## config.mk

```make
export PLATFORM = sky130hd
export DESIGN_NAME = shift_register_unit
export DESIGN_NICKNAME = d
export VERILOG_FILES = /design/src/rtl/shift_register_pkg.sv /design/src/rtl/shift_register_unit_shift_step.sv /design/src/rtl/shift_register_unit.sv
export SDC_FILE = /design/constraint.sdc
export NUM_CORES = 1
export LEC_CHECK = 0
export ABC_AREA = 1
export ABC_CLOCK_PERIOD_IN_PS = 3800
export CAP_MARGIN = 20
export CORE_UTILIZATION = 40
export DETAILED_ROUTE_END_ITERATION = 8
export PLACE_DENSITY_LB_ADDON = 0.2
export SYNTH_ARGS = -nofsm -noshare
export SYNTH_HDL_FRONTEND = slang
export SYNTH_SLANG_ARGS = --single-unit
```

## constraint.sdc

```tcl
create_clock -name clock -period 3.8 [get_ports clock]
set_input_delay 0.95 -clock clock [delete_from_list [all_inputs] [get_ports clock]]
set_output_delay 0.95 -clock clock [all_outputs]
set_load 0.01 [all_outputs]
```

## src/rtl/shift_register_pkg.sv

```systemverilog
// shift_register_pkg: operation and sequencer state encodings shared by the shift register unit
package shift_register_pkg;

    typedef enum logic [2:0] {
        OP_CLEAR = 3'd0,
        OP_LOAD  = 3'd1,
        OP_HOLD  = 3'd2,
        OP_SHL   = 3'd3,
        OP_SHR   = 3'd4,
        OP_ASR   = 3'd5,
        OP_ROL   = 3'd6,
        OP_ROR   = 3'd7
    } op_t;

    typedef enum logic [1:0] {
        ST_IDLE     = 2'd0,
        ST_SHIFTING = 2'd1,
        ST_DONE     = 2'd2
    } state_t;

endpackage

```

## src/rtl/shift_register_unit_shift_step.sv

```systemverilog
// shift_step: one combinational step of a register operation, shared by single-cycle and sequenced paths
module shift_step
    import shift_register_pkg::*;
#(
    parameter int WIDTH = 4
) (
    input  op_t              i_op,
    input  logic [WIDTH-1:0] i_value,
    input  logic [WIDTH-1:0] i_load,
    input  logic             i_fill,
    input  logic             i_carry,
    output logic [WIDTH-1:0] o_next,
    output logic             o_carry
);

    // next value and carry; LOAD and HOLD keep the previous carry
    always_comb begin
        o_next  = i_value;
        o_carry = i_carry;
        case (i_op)
            OP_CLEAR: begin
                o_next  = '0;
                o_carry = 1'b0;
            end
            OP_LOAD: o_next = i_load;
            OP_SHL: begin
                o_next  = {i_value[WIDTH-2:0], i_fill};
                o_carry = i_value[WIDTH-1];
            end
            OP_SHR: begin
                o_next  = {i_fill, i_value[WIDTH-1:1]};
                o_carry = i_value[0];
            end
            OP_ASR: begin
                o_next  = {i_value[WIDTH-1], i_value[WIDTH-1:1]};
                o_carry = i_value[0];
            end
            OP_ROL: begin
                o_next  = {i_value[WIDTH-2:0], i_value[WIDTH-1]};
                o_carry = i_value[WIDTH-1];
            end
            OP_ROR: begin
                o_next  = {i_value[0], i_value[WIDTH-1:1]};
                o_carry = i_value[0];
            end
            default: ;
        endcase
    end

endmodule

```

## src/rtl/shift_register_unit.sv

```systemverilog
// shift_register_unit: WIDTH-bit shift/rotate register with a multi-cycle shift-by-N sequencer
module shift_register_unit
    import shift_register_pkg::*;
#(
    parameter int WIDTH = 4,
    parameter int AMT_W = $clog2(WIDTH) + 1
) (
    input  logic             clock,
    input  logic             reset_n,
    input  logic [2:0]       operation,
    input  logic [WIDTH-1:0] in,
    input  logic             serial_in,
    input  logic             start,
    input  logic [AMT_W-1:0] amount,
    output logic [WIDTH-1:0] out,
    output logic             carry,
    output logic             zero,
    output logic             busy,
    output logic             done
);

    state_t           r_state;
    op_t              r_op;
    logic             r_fill;
    logic [AMT_W-1:0] r_count;
    logic [WIDTH-1:0] r_out;
    logic             r_carry;

    logic             w_seq_start;
    op_t              w_op;
    logic             w_fill;
    logic [WIDTH-1:0] w_next;
    logic             w_carry;

    // only shift/rotate codes (3..7) may start a sequence; the rest run as single-cycle ops
    assign w_seq_start = (r_state == ST_IDLE) && start && (operation >= 3'd3);
    assign w_op        = (r_state == ST_SHIFTING) ? r_op : op_t'(operation);
    assign w_fill      = (r_state == ST_SHIFTING) ? r_fill : serial_in;

    shift_step #(.WIDTH(WIDTH)) u_step (
        .i_op    (w_op),
        .i_value (r_out),
        .i_load  (in),
        .i_fill  (w_fill),
        .i_carry (r_carry),
        .o_next  (w_next),
        .o_carry (w_carry)
    );

    // register update and sequencer: latch op/fill/count on start, step once per cycle while shifting
    always_ff @(posedge clock or negedge reset_n) begin
        if (!reset_n) begin
            r_state <= ST_IDLE;
            r_op    <= OP_CLEAR;
            r_fill  <= 1'b0;
            r_count <= '0;
            r_out   <= '0;
            r_carry <= 1'b0;
        end else begin
            case (r_state)
                ST_IDLE: begin
                    if (w_seq_start) begin
                        r_op    <= op_t'(operation);
                        r_fill  <= serial_in;
                        r_count <= amount;
                        r_state <= (amount == '0) ? ST_DONE : ST_SHIFTING;
                    end else begin
                        r_out   <= w_next;
                        r_carry <= w_carry;
                    end
                end
                ST_SHIFTING: begin
                    r_out   <= w_next;
                    r_carry <= w_carry;
                    r_count <= r_count - 1'b1;
                    if (r_count == AMT_W'(1)) r_state <= ST_DONE;
                end
                default: r_state <= ST_IDLE;
            endcase
        end
    end

    assign out   = r_out;
    assign carry = r_carry;
    assign zero  = (r_out == '0);
    assign busy  = (r_state == ST_SHIFTING);
    assign done  = (r_state == ST_DONE);

endmodule
```

# Yosys cells after proc, flatten, opt, wreduce, memory -nomap -nowiden
# Cells that the tools add are included.
[op_classes] add_sub_neg=1 magnitude_cmp=1 n_eq_ne=12 muxes=14 n_reduce_logical=13
[op_table] cell="one-hot mux 4 bit (7 select lines)" n=1
[op_table] cell="equality test 3 bit, second input constant" n=4
[op_table] cell="one-hot mux 4 bit (2 select lines)" n=1
[op_table] cell="AND reduction 2 bit" n=4
[op_table] cell="equality test 3 x 1 -> 1 bit, second input constant" n=2
[op_table] cell="zero test 3 bit" n=2
[op_table] cell="two-way mux 2 bit" n=3
[op_table] cell="two-way mux 3 bit" n=2
[op_table] cell="one-hot mux 3 bit (2 select lines)" n=1
[op_table] cell="zero test 4 bit" n=1
[op_table] cell="two-way mux 4 bit" n=1
[op_table] cell="inequality test 2 bit, second input constant" n=2
[op_table] cell="one-hot mux 2 bit (2 select lines)" n=1
[op_table] cell="equality test 3 x 2 -> 1 bit, second input constant" n=1
[op_table] cell=">= comparator 3 x 2 -> 1 bit, second input constant" n=1
[op_table] cell="one-hot mux 1 bit (3 select lines)" n=1
[op_table] cell="OR reduction 3 bit" n=1
[op_table] cell="subtractor 3 x 1 -> 3 bit, second input constant" n=1
[op_table] cell="equality test 2 x 1 -> 1 bit, second input constant" n=1
[op_table] cell="equality test 2 bit, second input constant" n=1
[op_table] cell="logical AND 1 bit" n=2
[op_table] cell="zero test 2 bit" n=1
[op_table] cell="two-way mux 1 bit" n=2
[op_table] cell="inequality test 2 x 1 -> 1 bit, second input constant" n=1
[op_table] cell="other kinds (3)" n=3
[word_totals] regBits=14 input_bits=14 output_inout_bits=8 wordCells=47

# Longest topological paths before layout
# Gate-level depths: netlist of the first run.
[depth] word_depth=7 ltp_mapped=11 ltp_nobuf=10

# Cells and area by module
# From an unflattened synthesis of the first run, not the netlist that was laid out.
[unflattened] cells_unflattened=146 area_unflattened_um2=1006.0
[modules_own_cells] module="shift_register_unit" instances=1 cells_per_inst=96 area_each_um2=769.5 seq_area_each_um2=350.3
[modules_own_cells] module="shift_step" instances=1 cells_per_inst=50 area_each_um2=236.5 seq_area_each_um2=0.0

# Worst setup path after synthesis of the first run
# OpenSTA, ideal clock, no wires.
[synth_path] path_type="reg2out" start="reg r_out[0] (netlist: out[0])" end="out zero" arrival_time_ns=0.908 required_ns=2.850 path_slack_ns=1.942 path_stages_with_launch=2 n_path_buf=0 cell_sequence="dfrtp_1 -> nor4_1"
[synth_between] elab_chain_len=1
[synth_lines] element="from (decl)" line_no="shift_register_unit.sv:26" rtl="logic [WIDTH-1:0] r_out;"
[synth_lines] element="from (signal assigned)" line_no="shift_register_unit.sv:68" rtl="r_out <= w_next;"
[synth_lines] element="from (signal assigned)" line_no="shift_register_unit.sv:73" rtl="r_out <= w_next;"
[synth_lines] element="zero test 4 bit" line_no="shift_register_unit.sv:85" rtl="assign zero = (r_out == '0);"
[synth_lines] element="to (decl)" line_no="shift_register_unit.sv:17" rtl="output logic zero,"
# No other way between the ends.

# Worst setup path in the final report of the first run
[layout_path] start="reg r_state[0]" end="out busy"
[layout_between] elab_chain_len=1
[layout_lines] element="from (decl)" line_no="shift_register_unit.sv:22" rtl="state_t r_state;"
[layout_lines] element="from (signal assigned)" line_no="shift_register_unit.sv:66" rtl="r_state <= (amount == '0) ? ST_DONE : ST_SHIFTING;"
[layout_lines] element="equality test 2 x 1 -> 1 bit" line_no="shift_register_unit.sv:86" rtl="assign busy = (r_state == ST_SHIFTING);"
[layout_lines] element="to (decl)" line_no="shift_register_unit.sv:18" rtl="output logic busy,"
# No other way between the ends.

==> flow_summary.ini, run 1 <==
[critical_path]
path_delay_family = buffers and inverters
path_buf_inv = 2
end_kind = primary output
cp_slowest_stage_delay_ns = 0.59
crit_type = register to primary output
cp_slowest_cell = clkdlybuf4s50_1
startpoint_type = register
critical_path.cell_chain = inv_2 -> nor2_2 -> clkdlybuf4s50_1
worst_ep_arrival_time_ns = 1.71
path_max_fanout = 10
worstPathRequired_ns = 2.85

[power]
power_density_nw_per_um2 = 697.0
peakVddDrop_v = 0.0003581
p_leak_nw = 0.5896

[floorplan]
dieArea_sq_um = 2615
coreArea_sq_um = 2255
fp.dieH_um = 51.14
io_pins = 22
floorplan.rows = 17
dieWidth_um = 51.14
start_util = 0.4284

[cells_and_area]
multi_input_area_sq_um = 548.0
diodes = 0
fin_area_sq_um = 1207
utilization = 0.5355
seq_area_sq_um = 350.3
layout-drive-gt1-share = 0.1429
final_nets = 172
syn2layout_area_growth_pct = 25.00
nFillCells = 235

[yosys]
ys_top_cells_by_area = dfrtp_1, nand2_1, nand3_1, nand2_4, nand2_2
synth_top_area_share = 0.3627
synth.avg_cell_area_sq_um = 7.263
yosysSeqAreaShare = 0.3627
syn_nets = 149
yosysWarnings = 0
synthCells = 133
synth.most_common_cell = nand2_1
ys_top_cells_by_count = nand2_1, nand3_1, dfrtp_1
synth_edf_count = 0
synthArstFlopShare = 1.000
synth_area_sq_um = 965.9
ys_ff_latch = 14
synthFlopType = dfrtp_1
yosysTopAreaCell = dfrtp_1
synth_cell_types = 26

[routing]
first_iter_violations = 21
drt_wl_total_um = 2101
first_pass_iters = 4
drc = 0
antenna_left = 0
wl_per_cell_um = 11.54
routed_via_density = 5.214
vias = 949

[placed_design]
place_area_sq_um = 1185
gp_congestion = 0.8704
dp_hpwl_um = 1647
io_buffers = 21

[sta]
finalCritPeriodShare = 0.7009
setup_viol = 0
worst_pin_slew_ns = 0.6134
fin_worst_skew_ns = 0.006276
timing.fmax_ghz = 0.3754
hold_violations = 0
drv_slew = 0
period_minus_slack_ns = 2.663
slew_headroom = 0.5898
tns_ns = 0
rsz0062_at_grt = no

[global_routing]
grt_pass1_vias = 871
grt_pass1_wl_um = 3636
grt_max_degree = 15
track_usage = 0.1866
antenna_found_initial = 0
grt_overflow = 0

[clock_tree]
cts-buffers-inserted = 3
worstSkewPairLatency_ns = 0.27
clk_pin_slew_worst_paths_ns = 0.08
cts-root-buf = clkbuf_4
cts_hold_buf = 0
cts_sinks = 14
h-tree-depth = 1
cts-resized-gates = 0
clockBufferDepth = 2
post_cts_buffers = 0
cts_tree = yes

[status]
status = complete, no violations

[job]
maxCapViolCount = 0

[min_path]
hold_path.class = register to register
final timing paths:
check | start | to | slack, ns | cells past startpoint
setup / recovery | r_state[0] | busy | 1.14 | 3
hold / removal | r_fill | r_fill | 0.50 | 2
setup reg to reg | r_state[0] | carry | 2.03 | 7
hold reg to reg | r_fill | r_fill | 0.50 | 2
max in group asynchronous | reset_n | out[3] | 2.34 | 1
min in group asynchronous | reset_n | r_count[2] | 1.06 | 1
worst register-to-register path: stages, from the launching register on:
cell	delay (ns)
dfrtp_1	0.57
nor2_1	0.10
nand3_1	0.31
inv_1	0.13
nor2_1	0.19
nand2_4	0.10
o21ai_0	0.16
nand2_1	0.08
sequential cells by signal, summed over array words and instances, names as in the netlist:
register	flops
out	4
r_count	3
r_op	3
r_state	2
carry	1
r_fill	1
through the flow:
| step | hold WS, ns | setup slack, ns | power (mW) | cells |
|---|---|---|---|---|
| floorplan | 0.4495 | 1.942 | 0.6376 | 133 |
| global placement | 0.4689 | 1.220 | 0.7568 | 179 |
| detailed placement | 0.4657 | 1.152 | 0.7644 | 179 |
| CTS | 0.5069 | 1.157 | 0.8473 | 182 |
| global route | 0.5254 | 1.050 | 0.9302 | 182 |
| finish | 0.5024 | 1.137 | 0.8416 | 182 |
routing by layer:
metal	global-route usage	vias to the layer above	part of all wire
li1	-	479	-
met1	0.2537	451	0.52
met2	0.2917	17	0.45
met3	0.03571	2	0.025
met4	0.06944	0	0.0052
met5	0	-	0
cells in the final DEF, fill, tap and decap left out:
cell | netlist | layout
a21oi_1 | 1 | 1
a32oi_1 | 1 | 1
clkbuf_4 | 0 | 3
clkdlybuf4s50_1 | 0 | 21
dfrtp_1 | 14 | 14
ha_1 | 2 | 2
inv_1 | 8 | 8
inv_2 | 3 | 3
nand2_1 | 46 | 46
nand2_2 | 7 | 7
nand2_4 | 4 | 4
nand3_1 | 15 | 15
nand3_2 | 2 | 2
nand3b_1 | 1 | 1
nand4_1 | 2 | 2
nor2_1 | 6 | 6
nor2_2 | 1 | 1
nor2_4 | 1 | 1
nor3_1 | 1 | 1
nor4_1 | 1 | 1
o211ai_1 | 1 | 1
o21ai_0 | 8 | 8
o21ai_1 | 2 | 2
o21ai_2 | 1 | 1
o221ai_1 | 1 | 1
o22ai_1 | 1 | 1
power breakdown:
group | switching [mW] | total (mW) | internal (mW)
clock | 0.0417 | 0.0783 | 0.0366
combinational | 0.300 | 0.494 | 0.194
sequential | 0.0599 | 0.269 | 0.209
total | 0.402 | 0.842 | 0.440
kinds of logic after synthesis:
family,after synthesis,share of synthesized area
buffers and inverters,14,0.06994
and+or+nand+nor,87,0.4430
adders and majority gates,2,0.02590
AOI/OAI and AO/OA,16,0.09845
DFF,14,0.3627
final cells by class:
cell class / instances / area share
multi-input combinational: 105 / 0.4539
tap: 28 / 0.02902
clock buffer: 3 / 0.01865
sequential: 14 / 0.2902
inverter: 11 / 0.03420
timing repair buffer: 21 / 0.1741
(Power assumes the default switching activity.)
==> inputs of run 2 (changes only) <==
ABC_CLOCK_PERIOD_IN_PS = 2250   (was 3800)
clock period = 2.25 ns   (was 3.8 ns; I/O delays follow)
==> run 2 against run 1 <==
Register-to-register slack worse by 1.4 ns. Largest power group unchanged. Clock power up 66%. Highest routed layer unchanged. Cell area up 1.2%. Combinational power up 73%. Global-route usage down 0.75 points. Critical path type unchanged. First-iteration DRC count up 52%. Flip-flop and latch count unchanged. Clock-buffer cell count unchanged. Worst setup slack worse by 1.0 ns. Sequential share of layout area down 0.36 points.
==> flow_summary.ini, run 2 (synthesized netlist as in run 1, its figures left out) <==
[status]
status = complete, no violations

[sta]
fin_worst_skew_ns = 0.005497
rsz0062_at_grt = no
tns_ns = 0
setup_viol = 0
worst_pin_slew_ns = 0.6204
finalCritPeriodShare = 0.9482
whs_ns = 0.4922
drv_slew = 0
period_minus_slack_ns = 2.133
hold_violations = 0
timing.fmax_ghz = 0.4687
slew_headroom = 0.5851

[power]
netSwitchingFraction = 0.4710
seqPwrFrac = 0.314
netSwitchingPower_mw = 0.6761
power_density_nw_per_um2 = 1174
p_int_mw = 0.7593
comb_power_share = 0.595
total_power_mw = 1.435
clkPwrFrac = 0.091
p_leak_nw = 0.5990
peakVddDrop_v = 0.0006401

[cells_and_area]
diodes = 0
syn2layout_area_growth_pct = 26.55
nFillCells = 231
layout_commonest_cell = nand2_1
final_nets = 174
mostFrequentLayoutCells = nand2_1, clkdlybuf4s50_1, nand3_1
layout-drive-gt1-share = 0.1538
largest_reg_flops = 4
utilization = 0.5422
fin_cells = 184

[global_routing]
grt_pass1_vias = 787
grt_max_degree = 15
grt_pass1_wl_um = 3429
grt_overflow = 0
track_usage = 0.1791
antenna_found_initial = 0

[critical_path]
path_max_fanout = 6
startpoint_type = register
end_kind = primary output
worstPathRequired_ns = 1.69
worst_ep_arrival_time_ns = 1.57
crit_type = register to primary output

[placed_design]
dp_cells = 181
dp_hpwl_um = 1662
io_buffers = 21
gp_congestion = 0.8847

[clock_tree]
cts_sinks = 14
worstSkewPairLatency_ns = 0.27
cts_hold_buf = 0
cts-resized-gates = 0
cts-buffers-inserted = 3
clk_pin_slew_worst_paths_ns = 0.08
clockBufferDepth = 2
cts_tree = yes
post_cts_buffers = 0
h-tree-depth = 1
cts-root-buf = clkbuf_4

[floorplan]
dieWidth_um = 51.14
start_util = 0.4284
floorplan.rows = 17
io_pins = 22
dieArea_sq_um = 2615
fp.dieH_um = 51.14
coreArea_sq_um = 2255

[routing]
antenna_left = 0
routed_via_density = 4.989
maxUsedRoutingLayer = met4
first_iter_violations = 32
vias = 918
wl_per_cell_um = 11.38
wl_met1_um = 1075
wl_met3_um = 60
drt_wl_total_um = 2094
first_pass_iters = 5
drc = 0
wl_met2_um = 942

[job]
maxCapViolCount = 0

[min_path]
hold_path.class = register to register
[run 2: through the flow]
stage               instance area [sq um]  setup slack (ns)
floorplan                           965.9            0.7796
global placement                     1200            0.3237
detailed placement                   1200            0.2886
CTS                                  1222            0.1024
global route                         1222           0.03140
finish                               1222            0.1166
[run 2: routing by layer]
metal / GRT usage / up-vias
li1: - / 484
met5: 0 / -
met2: 0.2807 / 14
met1: 0.2403 / 418
met4: 0.08333 / 0
met3: 0.02679 / 2
[run 2: area by class of cell]
class / count / area (sq um) / share of cell area
repair buffers: 23 / 225.2 / 0.1842
well taps: 28 / 35.03 / 0.02866
multi-input cells: 105 / 548.0 / 0.4483
flip-flops and latches: 14 / 350.3 / 0.2866
inverters: 11 / 41.29 / 0.03378
clock buffers: 3 / 22.52 / 0.01842
[run 2: worst paths after layout]
path / depth (start not counted) / startpoint / to / slack (ns)
setup / recovery: 2 / out[0] / zero / 0.12
hold reg to reg: 2 / r_fill / r_fill / 0.49
setup reg to reg: 11 / r_state[0] / out[3] / 0.65
min in group asynchronous: 1 / reset_n / r_count[2] / 0.68
hold / removal: 2 / r_fill / r_fill / 0.49
max in group asynchronous: 1 / reset_n / carry / 1.17
[run 2: worst max-delay path, cell delays in order, from the launching register on]
cell             delay [ns]
dfrtp_1                0.45
nor4_1                 0.28
clkdlybuf4s50_1        0.57
[run 2: power groups by stage]
stage / Clock, mW / Sequential [mW] / Combinational (mW)
final: 0.130 / 0.451 / 0.854
after global routing: 0.152 / 0.462 / 0.958
after CTS: 0.139 / 0.451 / 0.860
after detailed placement: 0 / 0.455 / 0.855
after global placement: 0 / 0.453 / 0.845
after floorplan: 0 / 0.427 / 0.650
==> inputs of run 3 (changes only) <==
DONT_BUFFER_PORTS = 1   (was not set)
==> run 3 against run 2 <==
Worst setup slack gained 0.29 ns. Sequential share of layout area grew 5.4 points. Sequential power grew 4%. Power shrank 5.3%. Via count shrank 6.0%. Critical path depth shrank 1. Die area is the same. Hold slack lost 0.10 ns. Routed wire length shrank 2.5%. First-iteration DRC count shrank 34%. Clock power grew 42%. Fmax grew 16%. Largest cell class unchanged. Largest power group unchanged.
==> flow_summary.ini, run 3 (synthesized netlist as in run 1, its figures left out) <==
[critical_path]
worstPathRequired_ns = 1.69
startpoint_type = register
r2r-start = r_state[0]
path_max_fanout = 6
crit_type = register to primary output
cp_slowest_stage_delay_ns = 0.52
cp_slowest_cell = nor4_1
end_kind = primary output
r2r_slack_ns = 0.62
path_delay_family = simple AND/OR/NAND/NOR gates
critical_path.cell_chain = nor4_1
path_buf_inv = 0
r2r-end = out[2]
worst_ep_arrival_time_ns = 1.28
worstRegToRegCells = 10

[routing]
drc = 0
wl_per_cell_um = 12.45
first_iter_violations = 21
antenna_left = 0
first_pass_iters = 4
drt_wl_total_um = 2041
vias = 863
routed_via_density = 5.262

[floorplan]
start_util = 0.4284
fp.dieH_um = 51.14
dieArea_sq_um = 2615
io_pins = 22
floorplan.rows = 17
coreArea_sq_um = 2255
dieWidth_um = 51.14

[sta]
tns_ns = 0
finalCritPeriodShare = 0.8201
fin_worst_skew_ns = 0.006349
period_minus_slack_ns = 1.845
setup_viol = 0
worst_pin_slew_ns = 0.6548
worst_slack_ns = 0.4048
slew_headroom = 0.5620
drv_slew = 0
hold_violations = 0
timing.fmax_ghz = 0.5420
rsz0062_at_grt = no

[clock_tree]
cts_tree = yes
cts_sinks = 14
clk_pin_slew_worst_paths_ns = 0.09
clockBufferDepth = 2
worstSkewPairLatency_ns = 0.28
cts-root-buf = clkbuf_4
h-tree-depth = 1
cts-buffers-inserted = 3

[cells_and_area]
multi_input_area_sq_um = 548.0
layout_commonest_cell = nand2_1
final_nets = 153
diodes = 0
syn2layout_area_growth_pct = 6.477
nFillCells = 243
mostFrequentLayoutCells = nand2_1, nand3_1, dfrtp_1
largest_reg_flops = 4
layout-drive-gt1-share = 0.1765
seq_area_sq_um = 350.3

[global_routing]
antenna_found_initial = 0
track_usage = 0.1839
grt_max_degree = 15
grt_pass1_wl_um = 3629
grt_overflow = 0
grt_pass1_vias = 829

[placed_design]
dp_hpwl_um = 1592
io_buffers = 0
pre_cts_ws_ns = 0.6535
gp_congestion = 0.8736

[min_path]
worstHoldStart = serial_in
hold-path-endpoint = r_fill
hold_path.class = primary input to register
hold_depth = 2

[power]
power_density_nw_per_um2 = 1322
peakVddDrop_v = 0.0006945
p_leak_nw = 0.5257

[job]
maxCapViolCount = 0

[status]
status = complete, no violations
[run 3: cell count changes in the layout (fill, tap and decap cells not counted)]
cell,previous run,this run
buf_4,2,1
clkbuf_8,0,1
clkdlybuf4s50_1,21,0
dlygate4sd3_1,0,1
[run 3: worst max path at each step]
stage / startpoint / endpoint / cells past startpoint
after floorplan: out[0] / zero / 1
after global placement: r_state[0] / out[1] / 10
after detailed placement: r_state[0] / out[1] / 10
after CTS: out[0] / zero / 1
after global routing: out[0] / zero / 1
final: out[0] / zero / 1
[run 3: area by class of cell]
type | count | area share
Clock buffer | 4 | 0.03528
Inverter | 11 | 0.04015
Sequential cell | 14 | 0.3406
Timing Repair Buffer | 2 | 0.01703
Multi-Input combinational cell | 105 | 0.5328
Tap cell | 28 | 0.03406
[run 3: repair_timing]
action,in CTS,in global routing
gates resized for setup,0,0
buffers inserted,0,0
endpoints found under the hold margin,14,0
hold buffers,1,0
[run 3: per-layer routing]
layer	vias to the layer above	wire [um]	global-route usage
li1	442	-	-
met1	400	1036	0.2546
met2	19	883	0.2763
met3	2	105	0.02976
met4	0	16	0.08796
met5	-	0	0
[run 3: per-stage QoR]
step                        util  std cells  hold WS (ns)  power [mW]  instance area, sq um
after floorplan                -        133        0.2669       1.077                 965.9
after global placement    0.4356        159        0.2672       1.161                 982.2
after detailed placement  0.4356        159        0.2672       1.176                 982.2
after CTS                 0.4562        164        0.3883       1.369                  1028
after global routing      0.4562        164        0.4041       1.504                  1028
final                     0.4562        164        0.3897       1.359                  1028
[run 3: where the power goes]
part / internal [mW] / leakage, nW / switching (mW) / total, mW
Sequential: 0.353 / 0.179 / 0.114 / 0.467
Combinational: 0.237 / 0.326 / 0.471 / 0.708
Clock: 0.0984 / 0.0210 / 0.0859 / 0.184
==> RTL edit (flow settings as in run 3) <==
`WIDTH` is set to 4 in 2 places; all go to 2.
--- a/src/rtl/shift_register_unit_shift_step.sv
+++ b/src/rtl/shift_register_unit_shift_step.sv
@@ -4,3 +4,3 @@
 #(
-    parameter int WIDTH = 4
+    parameter int WIDTH = 2
 ) (
--- a/src/rtl/shift_register_unit.sv
+++ b/src/rtl/shift_register_unit.sv
@@ -4,3 +4,3 @@
 #(
-    parameter int WIDTH = 4,
+    parameter int WIDTH = 2,
     parameter int AMT_W = $clog2(WIDTH) + 1
Interface: changed (resized amount, in and out); port bits go from 22 to 17. No check against the original RTL was run, so the function may have changed too.
==> RTL edit against run 3 <==
Largest power group unchanged. Routed wire length shrank 17%. Sequential cell count shrank 3. Cell count shrank 16%. Synthesized area shrank 16%. Sequential power shrank 20%. Fmax grew 11%. Largest cell class unchanged. Final area shrank 18%. Total power shrank 19%. Worst setup slack gained 0.18 ns.
==> RTL edit: results (changes against run 3) <==
Power and ir drop
  • Worst VDD drop: 0.582 mV (-16%)
  • Switch Pwr: 0.542 mW (-19%)
  • Seq pwr: 0.374 mW (-20%)
  • P_comb: 0.579 mW (-18%)
  • LEAKAGE: 0.433 nW (-18%)
  • PnR Total Power: 1.10 mW (-19%)

Synthesis
  • Sequential share of the synthesized area: 34.0% (-2.3 points)
  • Synth cell types: 24 (-7.7%)
  • Synth Area in Adders: 1.55% (-1.0 points)
  • Post-synth top cells: nand2_1, dfrtp_1, inv_1, nor2_1, nand3_1
  • Top FF cell, synth: dfrtp_1
  • Syn_nets: 121 (-19%)
  • Compound-Gate Fraction of Synth Area: 11.9% (+2.1 points)
  • Area contributors post-synth: dfrtp_1, nand2_1, nand2_4, nand3_1, inv_1

Outcome
  • Status: completed

Drt
  • Mean routed wirelength per cell: 12.3 um (-1.0%)
  • DRT Pass-1 Iters: 3 (-1)
  • Via count: 675 (-22%)
  • 1st-iter DRT viols: 17 (-19%)

GRT
  • Largest net degree at the start of global routing: 12 (-3)
  • First-pass GRT wire length: 2650 um (-27%)
  • Vias in the first global route: 584 (-30%)
  • Global Route Usage Sum: 18.7% (+0.29 points)

Final layout
  • Antenna Cells: 0 (unchanged)
  • Share of cells above drive strength 1: 17.9% (+0.21 points)
  • Largest Register: r_op
  • Max reg flops: 3 (-1)
  • Final nets: 125 (-18%)

Clocking
  • Clock-pin slew on the worst setup and hold paths: 0.07 ns (-0.02 ns)

STA
  • Skew final: 0.00314 ns (-0.00320 ns)
  • Slew margin rel.: 64.8% (+8.6 points)

Placed design
  • DP HPWL: 1270 um (-20%)
  • Placed Area: 810 um2 (-18%)
  • Final GP Congestion: 0.859 (-1.7%)
  • Worst slack, placed: 0.708 ns (+0.0546 ns)
  • I/O Buffers: 0 (unchanged)

Worst setup path
  • Worst path slowest cell: dfrtp_1
  • Worst Path Arrival: 1.10 ns (-0.18 ns)
  • CP delay by family, top: flip-flops
  • Max FO, Critical Path: 8 (+2)

Hold path
  • Worst min path class: input port to flip-flop
-- RTL edit: cell types whose count changed after synthesis, sizes merged, moves of 2 or more --
cell          run 3  this run
dfrtp            14        11
nand4             2         0
nand2            57        42
o21ai            11         9
nand3            17         9
nor2              8        13
inv              11        14
-- RTL edit: worst paths after layout --
path                                    from         end  slack [ns]  cells after the start
worst max-delay path              r_state[0]        busy        0.59                      2
worst min-delay path            operation[1]     r_op[1]        0.40                      2
worst max register to register    r_state[1]      out[1]        0.70                      8
worst min register to register       r_op[1]     r_op[1]        0.48                      2
max in group asynchronous            reset_n  r_count[1]        1.20                      1
min in group asynchronous            reset_n      out[1]        0.69                      1
-- RTL edit: kinds of logic after synthesis --
group                    Yosys count
AO/OA/AOI/OAI                     15
AND/OR/NAND/NOR                   66
flip-flops                        11
buffers and inverters             16
adder cells (fa/ha/maj)            1
-- RTL edit: timing repair --
action / CTS / global route
hold buffers: 1 / 0
setup endpoints to repair: 0 / 0
endpoints found under the hold margin: 11 / 0
-- RTL edit: area by class of cell --
class                   instances  area [um2]
flip-flops and latches         11         275
inverters                      14        52.6
multi-input cells              82         450
clock buffers                   4        26.3
fillers                       196         956
well taps                      25        31.3
repair buffers                  1        10.0
-- RTL edit: per-layer routing --
| layer | global-route usage, % | vias to the layer above | routed length, um |
|---|---|---|---|
| li1 | - | 354 | - |
| met1 | 23.0 | 304 | 789 |
| met2 | 29.2 | 13 | 783 |
| met3 | 3.46 | 4 | 58 |
| met4 | 13.7 | 0 | 57 |
| met5 | 0 | - | 0 |
-- RTL edit: metrics by stage --
step | std cells | hold WS [ns]
floorplan | 109 | 0.267
finish | 137 | 0.402
global route | 137 | 0.400
global placement | 132 | 0.267
CTS | 137 | 0.401
detailed placement | 132 | 0.267
